<file path="config.mk">
export PLATFORM = sky130hd
export DESIGN_NAME = cursor_motion_ctrl
export DESIGN_NICKNAME = d
export VERILOG_FILES = /design/src/rtl/cursor_motion_ctrl.sv
export SDC_FILE = /design/constraint.sdc
export NUM_CORES = 1
export LEC_CHECK = 0
export CAP_MARGIN = 0
export CORE_ASPECT_RATIO = 0.9
export CORE_UTILIZATION = 35
export CTS_CLUSTER_SIZE = 14
export DETAILED_ROUTE_END_ITERATION = 8
export REMOVE_ABC_BUFFERS = 1
export SLEW_MARGIN = 20
export SYNTH_ARGS = -nofsm -noshare
export SYNTH_HDL_FRONTEND = slang
export SYNTH_SLANG_ARGS = --single-unit
</file>
<file path="constraint.sdc">
create_clock -name clk -period 5.6 [get_ports clk]
set_clock_uncertainty 0.2 [all_clocks]
set_input_delay 1.12 -clock clk [delete_from_list [all_inputs] [get_ports clk]]
set_output_delay 1.12 -clock clk [all_outputs]
set_load 0.02 [all_outputs]
</file>
<file path="src/rtl/cursor_motion_ctrl.sv">
// cursor_motion_ctrl: held direction switches -> clamped (x,y) cursor, updates on move-tick edges.
// Build option CURSOR_WRAP_EN: edges wrap around instead of saturating.
module cursor_motion_ctrl #(
  parameter int SCREEN_W    = 640,
  parameter int SCREEN_H    = 480,
  parameter int XW          = 10,
  parameter int YW          = 10,
  parameter int SIZE0       = 4,
  parameter int SIZE1       = 8,
  parameter int SIZE2       = 20,
  parameter int SIZE3       = 32,
  parameter int TICK_DIV    = 1,
  parameter int ACCEL_TICKS = 16,
  parameter int FAST_STEP   = 4,
  parameter int INIT_X      = 320,
  parameter int INIT_Y      = 240
) (
  input  logic          clk,
  input  logic          rst_n,
  input  logic [1:0]    cursor_size,
  input  logic          sw_up,
  input  logic          sw_down,
  input  logic          sw_left,
  input  logic          sw_right,
  input  logic          recentre,
  output logic [XW-1:0] cursor_x,
  output logic [YW-1:0] cursor_y,
  output logic          moving,
  output logic [3:0]    at_edge
);

  localparam int PW = (XW > YW) ? XW : YW;
  localparam int TW = (TICK_DIV > 1) ? $clog2(TICK_DIV) : 1;
  localparam int HW = $clog2(ACCEL_TICKS + 1);

  typedef enum logic [1:0] {IDLE, SLOW, FAST} state_t;

  state_t        r_state, w_state_nxt;
  logic [HW-1:0] r_hold, w_hold_nxt;
  logic [TW-1:0] r_tick_cnt;
  logic [XW-1:0] r_x, w_x_nxt, w_max_x, w_init_x, w_x_mv;
  logic [YW-1:0] r_y, w_y_nxt, w_max_y, w_init_y, w_y_mv;
  logic [PW-1:0] w_size, w_step;
  logic          w_tick, w_any_sw;

  // One axis step; opposing switches cancel. Sum is one bit wider so it cannot overflow.
  function automatic logic [PW-1:0] f_move(input logic [PW-1:0] pos, input logic [PW-1:0] maxv,
                                           input logic [PW-1:0] step, input logic inc, input logic dec);
    logic [PW:0] sum;
    sum    = {1'b0, pos} + {1'b0, step};
    f_move = pos;
    if (inc && !dec) begin
`ifdef CURSOR_WRAP_EN
      f_move = (sum > {1'b0, maxv}) ? '0 : sum[PW-1:0];
`else
      f_move = (sum > {1'b0, maxv}) ? maxv : sum[PW-1:0];
`endif
    end else if (dec && !inc) begin
`ifdef CURSOR_WRAP_EN
      f_move = (pos >= step) ? pos - step : maxv;
`else
      f_move = (pos >= step) ? pos - step : '0;
`endif
    end
  endfunction

  always_comb begin
    w_size = PW'(SIZE0);
    case (cursor_size)
      2'd1:    w_size = PW'(SIZE1);
      2'd2:    w_size = PW'(SIZE2);
      2'd3:    w_size = PW'(SIZE3);
      default: w_size = PW'(SIZE0);
    endcase
  end

  assign w_max_x  = XW'(SCREEN_W) - w_size[XW-1:0];
  assign w_max_y  = YW'(SCREEN_H) - w_size[YW-1:0];
  assign w_init_x = (XW'(INIT_X) > w_max_x) ? w_max_x : XW'(INIT_X);
  assign w_init_y = (YW'(INIT_Y) > w_max_y) ? w_max_y : YW'(INIT_Y);
  assign w_tick   = (r_tick_cnt == TW'(TICK_DIV - 1));
  assign w_any_sw = sw_up | sw_down | sw_left | sw_right;
  assign w_step   = (r_state == FAST) ? PW'(FAST_STEP) : PW'(1);
  assign w_x_mv   = XW'(f_move(PW'(r_x), PW'(w_max_x), w_step, sw_right, sw_left));
  assign w_y_mv   = YW'(f_move(PW'(r_y), PW'(w_max_y), w_step, sw_down, sw_up));

  always_comb begin
    w_state_nxt = r_state;
    w_hold_nxt  = r_hold;
    if (recentre || !w_any_sw) begin
      w_state_nxt = IDLE;
      w_hold_nxt  = '0;
    end else begin
      case (r_state)
        IDLE: w_state_nxt = SLOW;
        SLOW: if (w_tick) begin
          if (r_hold == HW'(ACCEL_TICKS - 1)) begin
            w_state_nxt = FAST;
            w_hold_nxt  = '0;
          end else begin
            w_hold_nxt = r_hold + 1'b1;
          end
        end
        default: w_state_nxt = FAST;
      endcase
    end
  end

  // Re-clamp outranks movement so a size increase never leaves the cursor off-screen.
  always_comb begin
    w_x_nxt = r_x;
    w_y_nxt = r_y;
    if (recentre) begin
      w_x_nxt = w_init_x;
      w_y_nxt = w_init_y;
    end else begin
      if (r_x > w_max_x)  w_x_nxt = w_max_x;
      else if (w_tick)    w_x_nxt = w_x_mv;
      if (r_y > w_max_y)  w_y_nxt = w_max_y;
      else if (w_tick)    w_y_nxt = w_y_mv;
    end
  end

  always_ff @(posedge clk or negedge rst_n) begin
    if (!rst_n) begin
      r_state    <= IDLE;
      r_hold     <= '0;
      r_tick_cnt <= '0;
      r_x        <= XW'(INIT_X);
      r_y        <= YW'(INIT_Y);
    end else begin
      r_state    <= w_state_nxt;
      r_hold     <= w_hold_nxt;
      r_tick_cnt <= w_tick ? '0 : r_tick_cnt + 1'b1;
      r_x        <= w_x_nxt;
      r_y        <= w_y_nxt;
    end
  end

  assign cursor_x = r_x;
  assign cursor_y = r_y;
  assign moving   = (r_state != IDLE);
  assign at_edge  = {r_y == w_max_y, r_y == '0, r_x == w_max_x, r_x == '0};

endmodule

</file>
==> summary.txt, run 1 <==
Run status
  • Status: finished, final reports clean

Yosys
  • Seq/Total Area, Yosys: 0.213
  • Post-synthesis compound-gate area fraction: 0.246
  • Post-synthesis mux area share: 0.0156
  • Post-Synth Adder-Cell Area: 0.141
  • Leading area contributor after synthesis: dfrtp_1
  • Synth async-reset ratio: 1.00
  • Synth cell types: 65
  • Largest family of logic cells by synthesized area: simple AND/OR/NAND/NOR gates
  • YS warnings: 0
  • Ranking of synthesized cells by area: dfrtp_1 16%, ha_1 14%, dfstp_2 4.9%
  • Post-synth top area share: 0.164
  • Post-synthesis register bit count: 27
  • XOR/XNOR Fraction of Synth Area: 0.0574
  • Mapped Area: approximately 0.0032 mm²
  • Ys flop type: dfrtp_1
  • Simple-gate portion of the synthesized area: 0.273
  • EDFF count, synth: 0
  • Mean post-synth cell area: between 7 and 8 µm²
  • Syn Inst Count: between 400 and 500

Drt
  • Vias per inst: between 5 and 6
  • First-pass detailed-route iteration total: 5
  • DRT Wirelength: 9600 µm
  • Wirelength per Cell: between 15 and 20 µm
  • DR iter-0 viols: 310
  • Residual DRC count: 0
  • Vias: approximately 3300
  • Final ANT Viol Nets: 0

Final layout
  • FF/Latch Area: 683 µm²
  • Layout cells sized above 1: 0.0581
  • Nets: between 400 and 500
  • Area delta synth->final: 14.7%
  • Antenna cells: 0
  • Fillers: between 900 and 1000
  • Footprint of the multi-input gates: 0.00238 mm²

Placed design
  • IO buf count: 33
  • Post-DP HPWL: 7140 µm
  • GP Congestion: between 0.8 and 0.9

Clock tree
  • Clk sink count: 27
  • Clk Latency, worst-skew pair: roughly 0.28 ns
  • Hold-fix buffer count after cts: 0
  • H-tree depth: 1
  • Resized cells post-CTS: 0
  • CTS Buffer Depth: 2
  • CTS buffer count: 3
  • Clock-pin transition on the worst setup and hold timing paths: about 0.10 ns
  • CTS tree: built
  • Root buffer cell: clkbuf_8
  • Post-CTS setup buffer count: 0

GRT
  • Grt total ovfl: 0
  • Vias in the first global route: around 2900
  • Pin count of the biggest net entering global routing: 28
  • First-pass GRT wire length: 15400 µm
  • Initial antenna violation count: 0
  • GRT Util Overall: 0.207

Die
  • Starting density of the core: 0.367
  • IO Count: 34
  • Row cnt: 32
  • Die Height: approximately 90 µm
  • Core area: approximately 0.0087 mm²
  • Die area: 0.00954 mm²
  • Width of the die: slightly above 100 µm

Worst setup path
  • Slowest cell delay on critical path: 0.69 ns
  • Worst R2R Path Depth: 14
  • Critical Path AT: roughly 3.9 ns
  • Worst setup SP type: input pin
  • Sum of buffers and inverters on the critical path: 3
  • Worst path depth: 8
  • WP data required: about 4.3 ns
  • CP Cell Sequence: clkdlybuf4s50_1, nand2_1, ha_1, inv_1, ha_1, nand4_1, nor4_1, clkdlybuf4s50_1
  • Crit path max-delay family: buffers and inverters
  • CP endpoint kind: output port
  • Worst Path Class, Setup: in -> out
  • Critical path's slowest cell: clkdlybuf4s50_1
  • CP max FO: 5

Power and ir drop
  • Pwr Density: between 200 and 300 mW/mm²
  • Peak VDD IR: a little over 0.09 mV
  • Static Leakage: 1.51 nW

STA
  • Final-report max-slew violation count: 0
  • Rel. slew slack: 0.468
  • Crit share post-route: 0.926
  • Final hold violation count: 0
  • Tmin final: 5.18 ns
  • Final TNS setup: 0 ns
  • Hold WS: 0.326 ns
  • Setup Viol. Count Final: 0
  • Actual slew at the worst max-slew pin: 0.775 ns
  • FMAX: 193 MHz
  • RSZ-0062 raised after global routing: no

Worst hold path
  • Hold path cells: 1
  • Min-delay worst type: reg -> reg

Flow run
  • Number of max-cap violations: 0
[cell usage after synthesis (7+ instances only)]
cell / instances
o22ai_1: 7
xnor2_1: 13
nand3_1: 11
o21ai_0: 25
or3_1: 7
nand2_1: 27
dfrtp_1: 21
clkbuf_1: 18
o211ai_1: 7
inv_1: 15
nor3_1: 21
nor2_1: 37
xor2_1: 8
a21oi_1: 28
ha_1: 36
nor2b_1: 17
nand2b_1: 9
[layer usage]
metal	global-route usage	wire length (µm)	share of wire
met1	0.309	4600	0.48
met2	0.316	4300	0.45
met3	0.0234	609	0.063
met4	0.0458	94	0.0098
met5	0	0	0
[report_power, final]
group | leakage, nW | internal (mW) | switching [mW]
sequential | 0.345 | 0.230 | 0.0911
clock | 0.0228 | 0.0512 | 0.0668
combinational | 1.15 | 0.230 | 0.275
[path summary, 6_finish.rpt]
check | startpoint | endpoint | slack [ns]
max | cursor_size[0] | at_edge[1] | 0.42
min | r_hold[3] | r_hold[3] | 0.33
max reg2reg | r_state[0] | cursor_y[3] | 0.88
min reg2reg | r_hold[3] | r_hold[3] | 0.33
max in group asynchronous | rst_n | cursor_y[7] | 3.86
min in group asynchronous | rst_n | cursor_x[9] | 1.02
[stage by stage]
step / util / total power [mW] / std cells / worst slack (ns) / cell area (µm²)
2_1_floorplan: - / 0.638 / 389 / 1.48 / 3100
3_3_place_gp: 0.414 / 0.811 / 545 / 0.526 / 3610
3_5_place_dp: 0.414 / 0.815 / 545 / 0.428 / 3610
4_1_cts: 0.419 / 0.936 / 549 / 0.418 / 3660
5_1_grt: 0.421 / 1.01 / 549 / 0.261 / 3670
6_report: 0.421 / 0.943 / 549 / 0.416 / 3670
[cell type report]
| cell class | instances | area share |
|---|---|---|
| Multi-Input combinational cell | 346 | 0.647 |
| Sequential cell | 27 | 0.186 |
| Timing Repair Buffer | 37 | 0.0981 |
| Tap cell | 119 | 0.0405 |
| Inverter | 16 | 0.0163 |
| Clock buffer | 4 | 0.0123 |
[flip-flops by register name, summed over array words and instances (netlist names)]
name,count
cursor_x,10
cursor_y,10
r_hold,5
r_state,2
[placed cells by master, fill, tap and decap left out, types with 3 or more instances in the layout]
cell type and count:
a21o_1 3, a21oi_1 28, a221oi_1 3, a31oi_1 6, and3_1 4, buf_4 4
clkbuf_8 3, clkdlybuf4s50_1 33, conb_1 3, dfrtp_1 21, dfstp_2 6, ha_1 36
inv_1 15, mux2i_1 5, nand2_1 27, nand2b_1 9, nand3_1 11, nand3b_1 4
nand4_1 3, nand4b_1 4, nor2_1 37, nor2b_1 17, nor3_1 21, nor3b_1 4
o2111ai_1 4, o211ai_1 7, o21a_1 5, o21ai_0 25, o22ai_1 7, o31ai_1 3
or2_2 6, or3_1 7, or4_1 3, xnor2_1 13, xor2_1 8
[cell families after synthesis]
group                      Yosys count
AOI/OAI and AO/OA                  116
and+or+nand+nor                    165
buffers and inverters               40
muxes                                5
other                                2
DFF                                 27
xor gates and xnor gates            21
adders and majority gates           36
Note: power is estimated with default switching activity, not from simulation.
==> inputs of run 2 (changes only) <==
--- a/config.mk
+++ b/config.mk
@@ -5,11 +5,12 @@
 export SDC_FILE = /design/constraint.sdc
 export NUM_CORES = 1
 export LEC_CHECK = 0
-export CAP_MARGIN = 0
+export CAP_MARGIN = 15
 export CORE_ASPECT_RATIO = 0.9
 export CORE_UTILIZATION = 35
 export CTS_CLUSTER_SIZE = 14
 export DETAILED_ROUTE_END_ITERATION = 8
+export PLACE_DENSITY_LB_ADDON = 0.25
 export REMOVE_ABC_BUFFERS = 1
 export SLEW_MARGIN = 20
 export SYNTH_ARGS = -nofsm -noshare
==> run 2 against run 1 <==
Fmax is essentially flat. Core utilization is the same. Via count shrank 0.83%. Critical endpoint unchanged. Largest cell class unchanged.
==> summary.txt, run 2 (synthesis gave the netlist of run 1 again) <==
Clock tree
  • Root buffer cell: clkbuf_8
  • Clock-pin transition on the worst setup and hold timing paths: 0.11 ns (about the same)
  • Post-CTS setup buffer count: 0 (unchanged)
  • H-tree depth: 1 (unchanged)
  • Resized cells post-CTS: 0 (unchanged)
  • Hold-fix buffer count after cts: 0 (unchanged)
  • CTS tree: built
  • CTS Buffer Depth: 2 (unchanged)
  • Clk Latency, worst-skew pair: 0.29 ns (about the same)
  • CTS buffer count: 3 (unchanged)
  • Clk sink count: 27 (unchanged)

Worst setup path
  • Reg-to-reg startpoint: r_state[0]
  • Worst Path Class, Setup: in -> out
  • CP max FO: 5 (unchanged)
  • Worst R2R Path Depth: 14 (unchanged)
  • WP data required: 4.28 ns (about the same)
  • FF-to-FF End: cursor_y[6]
  • Worst setup SP type: input pin
  • CP endpoint kind: output port
  • Critical Path AT: 3.87 ns (about the same)
  • R2R setup slack: 0.95 ns (+0.07 ns)

GRT
  • Vias in the first global route: 2995 (+1.8%)
  • GRT Util Overall: 0.214 (+0.00745)
  • First-pass GRT wire length: 15900 µm (+2.9%)
  • Initial antenna violation count: 0 (unchanged)
  • Pin count of the biggest net entering global routing: 28 (unchanged)
  • Grt total ovfl: 0 (unchanged)

Drt
  • DR iter-0 viols: 323 (+4.2%)
  • Vias: 3242 (-0.83%)
  • Vias per inst: 5.91 (-0.83%)
  • First-pass detailed-route iteration total: 5 (unchanged)
  • Residual DRC count: 0 (unchanged)
  • Wirelength per Cell: 17.7 µm (+0.95%)
  • DRT Wirelength: 9700 µm (+0.95%)
  • Final ANT Viol Nets: 0 (unchanged)

STA
  • Final hold violation count: 0 (unchanged)
  • FMAX: 193 MHz (about the same)
  • Setup Viol. Count Final: 0 (unchanged)
  • Worst setup margin: 0.414 ns (-0.00224 ns)
  • Tmin final: 5.19 ns (+0.00224 ns)
  • Final-report max-slew violation count: 0 (unchanged)
  • Final TNS setup: 0 ns (unchanged)
  • Actual slew at the worst max-slew pin: 0.753 ns (-0.0219 ns)
  • Crit share post-route: 0.926 (about the same)
  • Rel. slew slack: 0.483 (+0.0150)
  • RSZ-0062 raised after global routing: no

Final layout
  • Finished Cell Area: 0.00367 mm² (unchanged)
  • Area delta synth->final: 14.7% (unchanged)
  • Commonest non-fill, non-tap cell in the layout: nor2_1
  • Nets: 476 (unchanged)
  • Commonest cells after routing, fill and taps aside: 37 x nor2_1, 36 x ha_1, 33 x clkdlybuf4s50_1
  • Antenna cells: 0 (unchanged)
  • Layout cells sized above 1: 0.0581 (unchanged)

Worst hold path
  • Hold Crit Endpoint: r_hold[3]
  • Worst hold start: r_hold[3]
  • Hold path cells: 1 (unchanged)
  • Min-delay worst type: reg -> reg

Placed design
  • Post-DP HPWL: 7200 µm (+0.84%)
  • IO buf count: 33 (unchanged)
  • Place WS: 0.441 ns (+0.0127 ns)
  • Area after DPL: 0.00362 mm² (+0.21%)
  • GP Congestion: 0.868 (-1.9%)

Die
  • Row cnt: 32 (unchanged)
  • Die Height: 92.8 µm (unchanged)
  • Core area: 0.00873 mm² (unchanged)
  • Die area: 0.00954 mm² (unchanged)
  • Width of the die: 103 µm (unchanged)
  • Starting density of the core: 0.367 (unchanged)
  • IO Count: 34 (unchanged)

Power and ir drop
  • Peak VDD IR: 0.0919 mV (about the same)
  • Static Leakage: 1.51 nW (unchanged)
  • Pwr Density: 259 mW/mm² (+0.72%)
  • Total power: 950 µW (+0.72%)

Run status
  • Status: finished, final reports clean

Flow run
  • Number of max-cap violations: 0 (unchanged)
-- run 2: worst max-delay path by stage --
stage / start / to / slack [ns] / cells after the start
global placement: cursor_size[0] / at_edge[1] / 0.52 / 8
finish: cursor_size[0] / at_edge[1] / 0.41 / 8
detailed placement: cursor_size[0] / at_edge[1] / 0.44 / 8
floorplan: cursor_size[0] / at_edge[1] / 1.48 / 7
CTS: cursor_size[0] / at_edge[1] / 0.42 / 8
global route: cursor_size[0] / at_edge[1] / 0.27 / 8
-- run 2: final cells by class --
type	count	area, µm²
Fill cell	922	5050
Multi-Input combinational cell	346	2380
Sequential cell	27	683
Timing Repair Buffer	37	360
Tap cell	119	149
Inverter	16	60.1
Clock buffer	4	45.0
-- run 2: metrics by stage --
| step | utilization | instances | hold WS [ns] |
|---|---|---|---|
| finish | 0.421 | 549 | 0.334 |
| global route | 0.421 | 549 | 0.378 |
| CTS | 0.420 | 549 | 0.331 |
| detailed placement | 0.415 | 545 | 0.311 |
| global placement | 0.414 | 545 | 0.315 |
| floorplan | - | 389 | 0.282 |
-- run 2: critical path, stage by stage --
cell	delay, ns
clkdlybuf4s50_1	0.60
nand2_1	0.18
ha_1	0.42
inv_1	0.11
ha_1	0.31
nand4_1	0.10
nor4_1	0.33
clkdlybuf4s50_1	0.69
-- run 2: layer usage --
| layer | up-vias | global-route usage | routed length (µm) |
|---|---|---|---|
| li1 | 1554 | - | - |
| met1 | 1565 | 0.321 | 4820 |
| met2 | 111 | 0.321 | 4230 |
| met3 | 12 | 0.0234 | 521 |
| met4 | 0 | 0.0575 | 126 |
| met5 | - | 0 | 0 |
-- run 2: power breakdown --
group / total (mW) / leakage (nW) / internal [mW] / switching [mW]
clock: 0.125 / 0.0228 / 0.0514 / 0.0731
combinational: 0.504 / 1.15 / 0.230 / 0.273
sequential: 0.322 / 0.345 / 0.230 / 0.0924
==> inputs of run 3 (changes only) <==
--- a/config.mk
+++ b/config.mk
@@ -7,6 +7,7 @@
 export LEC_CHECK = 0
 export CAP_MARGIN = 15
 export CORE_ASPECT_RATIO = 0.9
+export CORE_MARGIN = 4
 export CORE_UTILIZATION = 35
 export CTS_CLUSTER_SIZE = 14
 export DETAILED_ROUTE_END_ITERATION = 8
==> run 3 against run 2 <==
Critical endpoint unchanged. Final cell count did not move. Power fell by 1.1%. Global-route usage fell by 3.6 points. Sequential share of layout area did not move. Non-clock buffer count did not move. Worst hold slack got worse by 0.0039 ns. Largest cell class unchanged. Largest power group unchanged.
==> summary.txt, run 3 (synthesis gave the netlist of run 1 again) <==
STA
  • Final-report max-slew violation count: 0 (unchanged)
  • FMAX: 194 MHz (+0.84%)
  • Final TNS setup: 0 ns (unchanged)
  • Setup Viol. Count Final: 0 (unchanged)
  • Final hold violation count: 0 (unchanged)
  • Tmin final: 5.14 ns (-0.0432 ns)
  • Crit share post-route: 0.918 (-0.00771)
  • Rel. slew slack: 0.459 (-0.0249)
  • Actual slew at the worst max-slew pin: 0.790 ns (+0.0363 ns)
  • RSZ-0062 raised after global routing: no

Drt
  • Wirelength per Cell: 17.5 µm (-0.70%)
  • DR iter-0 viols: 348 (+7.7%)
  • First-pass detailed-route iteration total: 5 (unchanged)
  • Vias per inst: 5.96 (+0.89%)
  • Vias: 3271 (+0.89%)
  • Final ANT Viol Nets: 0 (unchanged)
  • DRT Wirelength: 9630 µm (-0.70%)
  • Residual DRC count: 0 (unchanged)

Run status
  • Status: finished, final reports clean

Final layout
  • Commonest non-fill, non-tap cell in the layout: nor2_1
  • Layout cells sized above 1: 0.0581 (unchanged)
  • Nets: 476 (unchanged)
  • Area delta synth->final: 14.7% (unchanged)
  • Antenna cells: 0 (unchanged)
  • Footprint of the multi-input gates: 0.00238 mm² (unchanged)
  • Fillers: 921 (-0.11%)
  • Post-route insts no fill: 549 (unchanged)
  • FF/Latch Area: 683 µm² (unchanged)
  • Commonest cells after routing, fill and taps aside: 37 x nor2_1, 36 x ha_1, 33 x clkdlybuf4s50_1

Power and ir drop
  • Net Sw Power: 429 µW (-2.2%)
  • Clock share of power: 0.125 (-0.006)
  • Pwr Density: 256 mW/mm² (-1.1%)
  • Sequential power share: 0.340 (about the same)
  • Comb pwr share: 0.535 (+0.005)
  • Static Leakage: 1.51 nW (unchanged)
  • Switching Share: 0.457 (-0.00527)
  • Internal Dissipation: 510 µW (-0.15%)
  • Peak VDD IR: 0.0895 mV (-2.6%)

Worst setup path
  • CP endpoint kind: output port
  • CP max FO: 5 (unchanged)
  • Worst Path Class, Setup: in -> out
  • Critical path's slowest cell: clkdlybuf4s50_1
  • Slowest cell delay on critical path: 0.69 ns (about the same)
  • WP data required: 4.28 ns (about the same)
  • CP Cell Sequence: clkdlybuf4s50_1, nand2_1, ha_1, inv_1, ha_1, nand4_1, nor4_1, clkdlybuf4s50_1
  • Worst setup SP type: input pin
  • Critical Path AT: 3.82 ns (-0.05 ns)

Worst hold path
  • Min-delay worst type: reg -> reg

GRT
  • Initial antenna violation count: 0 (unchanged)
  • GRT Util Overall: 0.178 (-0.0361)
  • Pin count of the biggest net entering global routing: 28 (unchanged)
  • First-pass GRT wire length: 15500 µm (-2.5%)
  • Vias in the first global route: 2976 (-0.63%)
  • Grt total ovfl: 0 (unchanged)

Placed design
  • Post-DP HPWL: 7310 µm (+1.6%)
  • GP Congestion: 0.866 (-0.28%)
  • IO buf count: 33 (unchanged)
  • Placed Instances: 545 (unchanged)

Die
  • Width of the die: 109 µm (+5.8%)
  • Die area: 0.0107 mm² (+13%)
  • Die Height: 98.8 µm (+6.5%)
  • IO Count: 34 (unchanged)
  • Core area: 0.00873 mm² (unchanged)
  • Starting density of the core: 0.367 (unchanged)
  • Row cnt: 32 (unchanged)

Clock tree
  • Clock-pin transition on the worst setup and hold timing paths: 0.10 ns (about the same)
  • CTS tree: built
  • Root buffer cell: clkbuf_8
  • Clk sink count: 27 (unchanged)
  • Resized cells post-CTS: 0 (unchanged)
  • CTS buffer count: 3 (unchanged)
  • CTS Buffer Depth: 2 (unchanged)
  • H-tree depth: 1 (unchanged)
  • Hold-fix buffer count after cts: 0 (unchanged)
  • Clk Latency, worst-skew pair: 0.28 ns (about the same)
  • Post-CTS setup buffer count: 0 (unchanged)

Flow run
  • Number of max-cap violations: 0 (unchanged)
run 3: layer usage:
layer	up-vias	wire, µm	track usage
met1	1587	4670	0.267
met4	0	104	0.0447
met5	-	0	0
li1	1558	-	-
met3	8	570	0.0236
met2	118	4280	0.268
run 3: final timing paths:
path                                start          end  slack, ns  depth (start not counted)
min in group asynchronous           rst_n  cursor_x[9]       1.01                          2
setup / recovery           cursor_size[0]   at_edge[1]       0.46                          8
max in group asynchronous           rst_n  cursor_y[7]       3.87                          2
hold reg to reg                 r_hold[3]    r_hold[3]       0.33                          1
hold / removal                  r_hold[3]    r_hold[3]       0.33                          1
setup reg to reg               r_state[0]  cursor_y[3]       0.89                         14
run 3: cell type report:
cell class              instances  area share
multi-input cells             346       0.647
flip-flops and latches         27       0.186
repair buffers                 37      0.0981
well taps                     119      0.0405
inverters                      16      0.0163
clock buffers                   4      0.0123
run 3: stage by stage:
stage	util	hold WS (ns)	instance area [µm²]	power [mW]	worst slack (ns)
floorplan	-	0.282	3100	0.638	1.48
global placement	0.414	0.314	3610	0.812	0.533
detailed placement	0.415	0.310	3620	0.817	0.464
CTS	0.420	0.329	3670	0.936	0.451
global route	0.421	0.360	3670	1.01	0.238
finish	0.421	0.331	3670	0.939	0.457
run 3: worst max-delay path: cells and delay by family:
family        cells  cell delay, ns
buf+inv           3            1.38
simple gates      3            0.61
fa+ha+maj         2            0.71
run 3: power groups by stage:
stage	Sequential (mW)	Clock [mW]	Combinational (mW)
2_1_floorplan	0.323	0	0.315
6_report	0.320	0.117	0.502
5_1_grt	0.328	0.128	0.557
3_3_place_gp	0.321	0	0.491
3_5_place_dp	0.321	0	0.496
4_1_cts	0.317	0.120	0.498
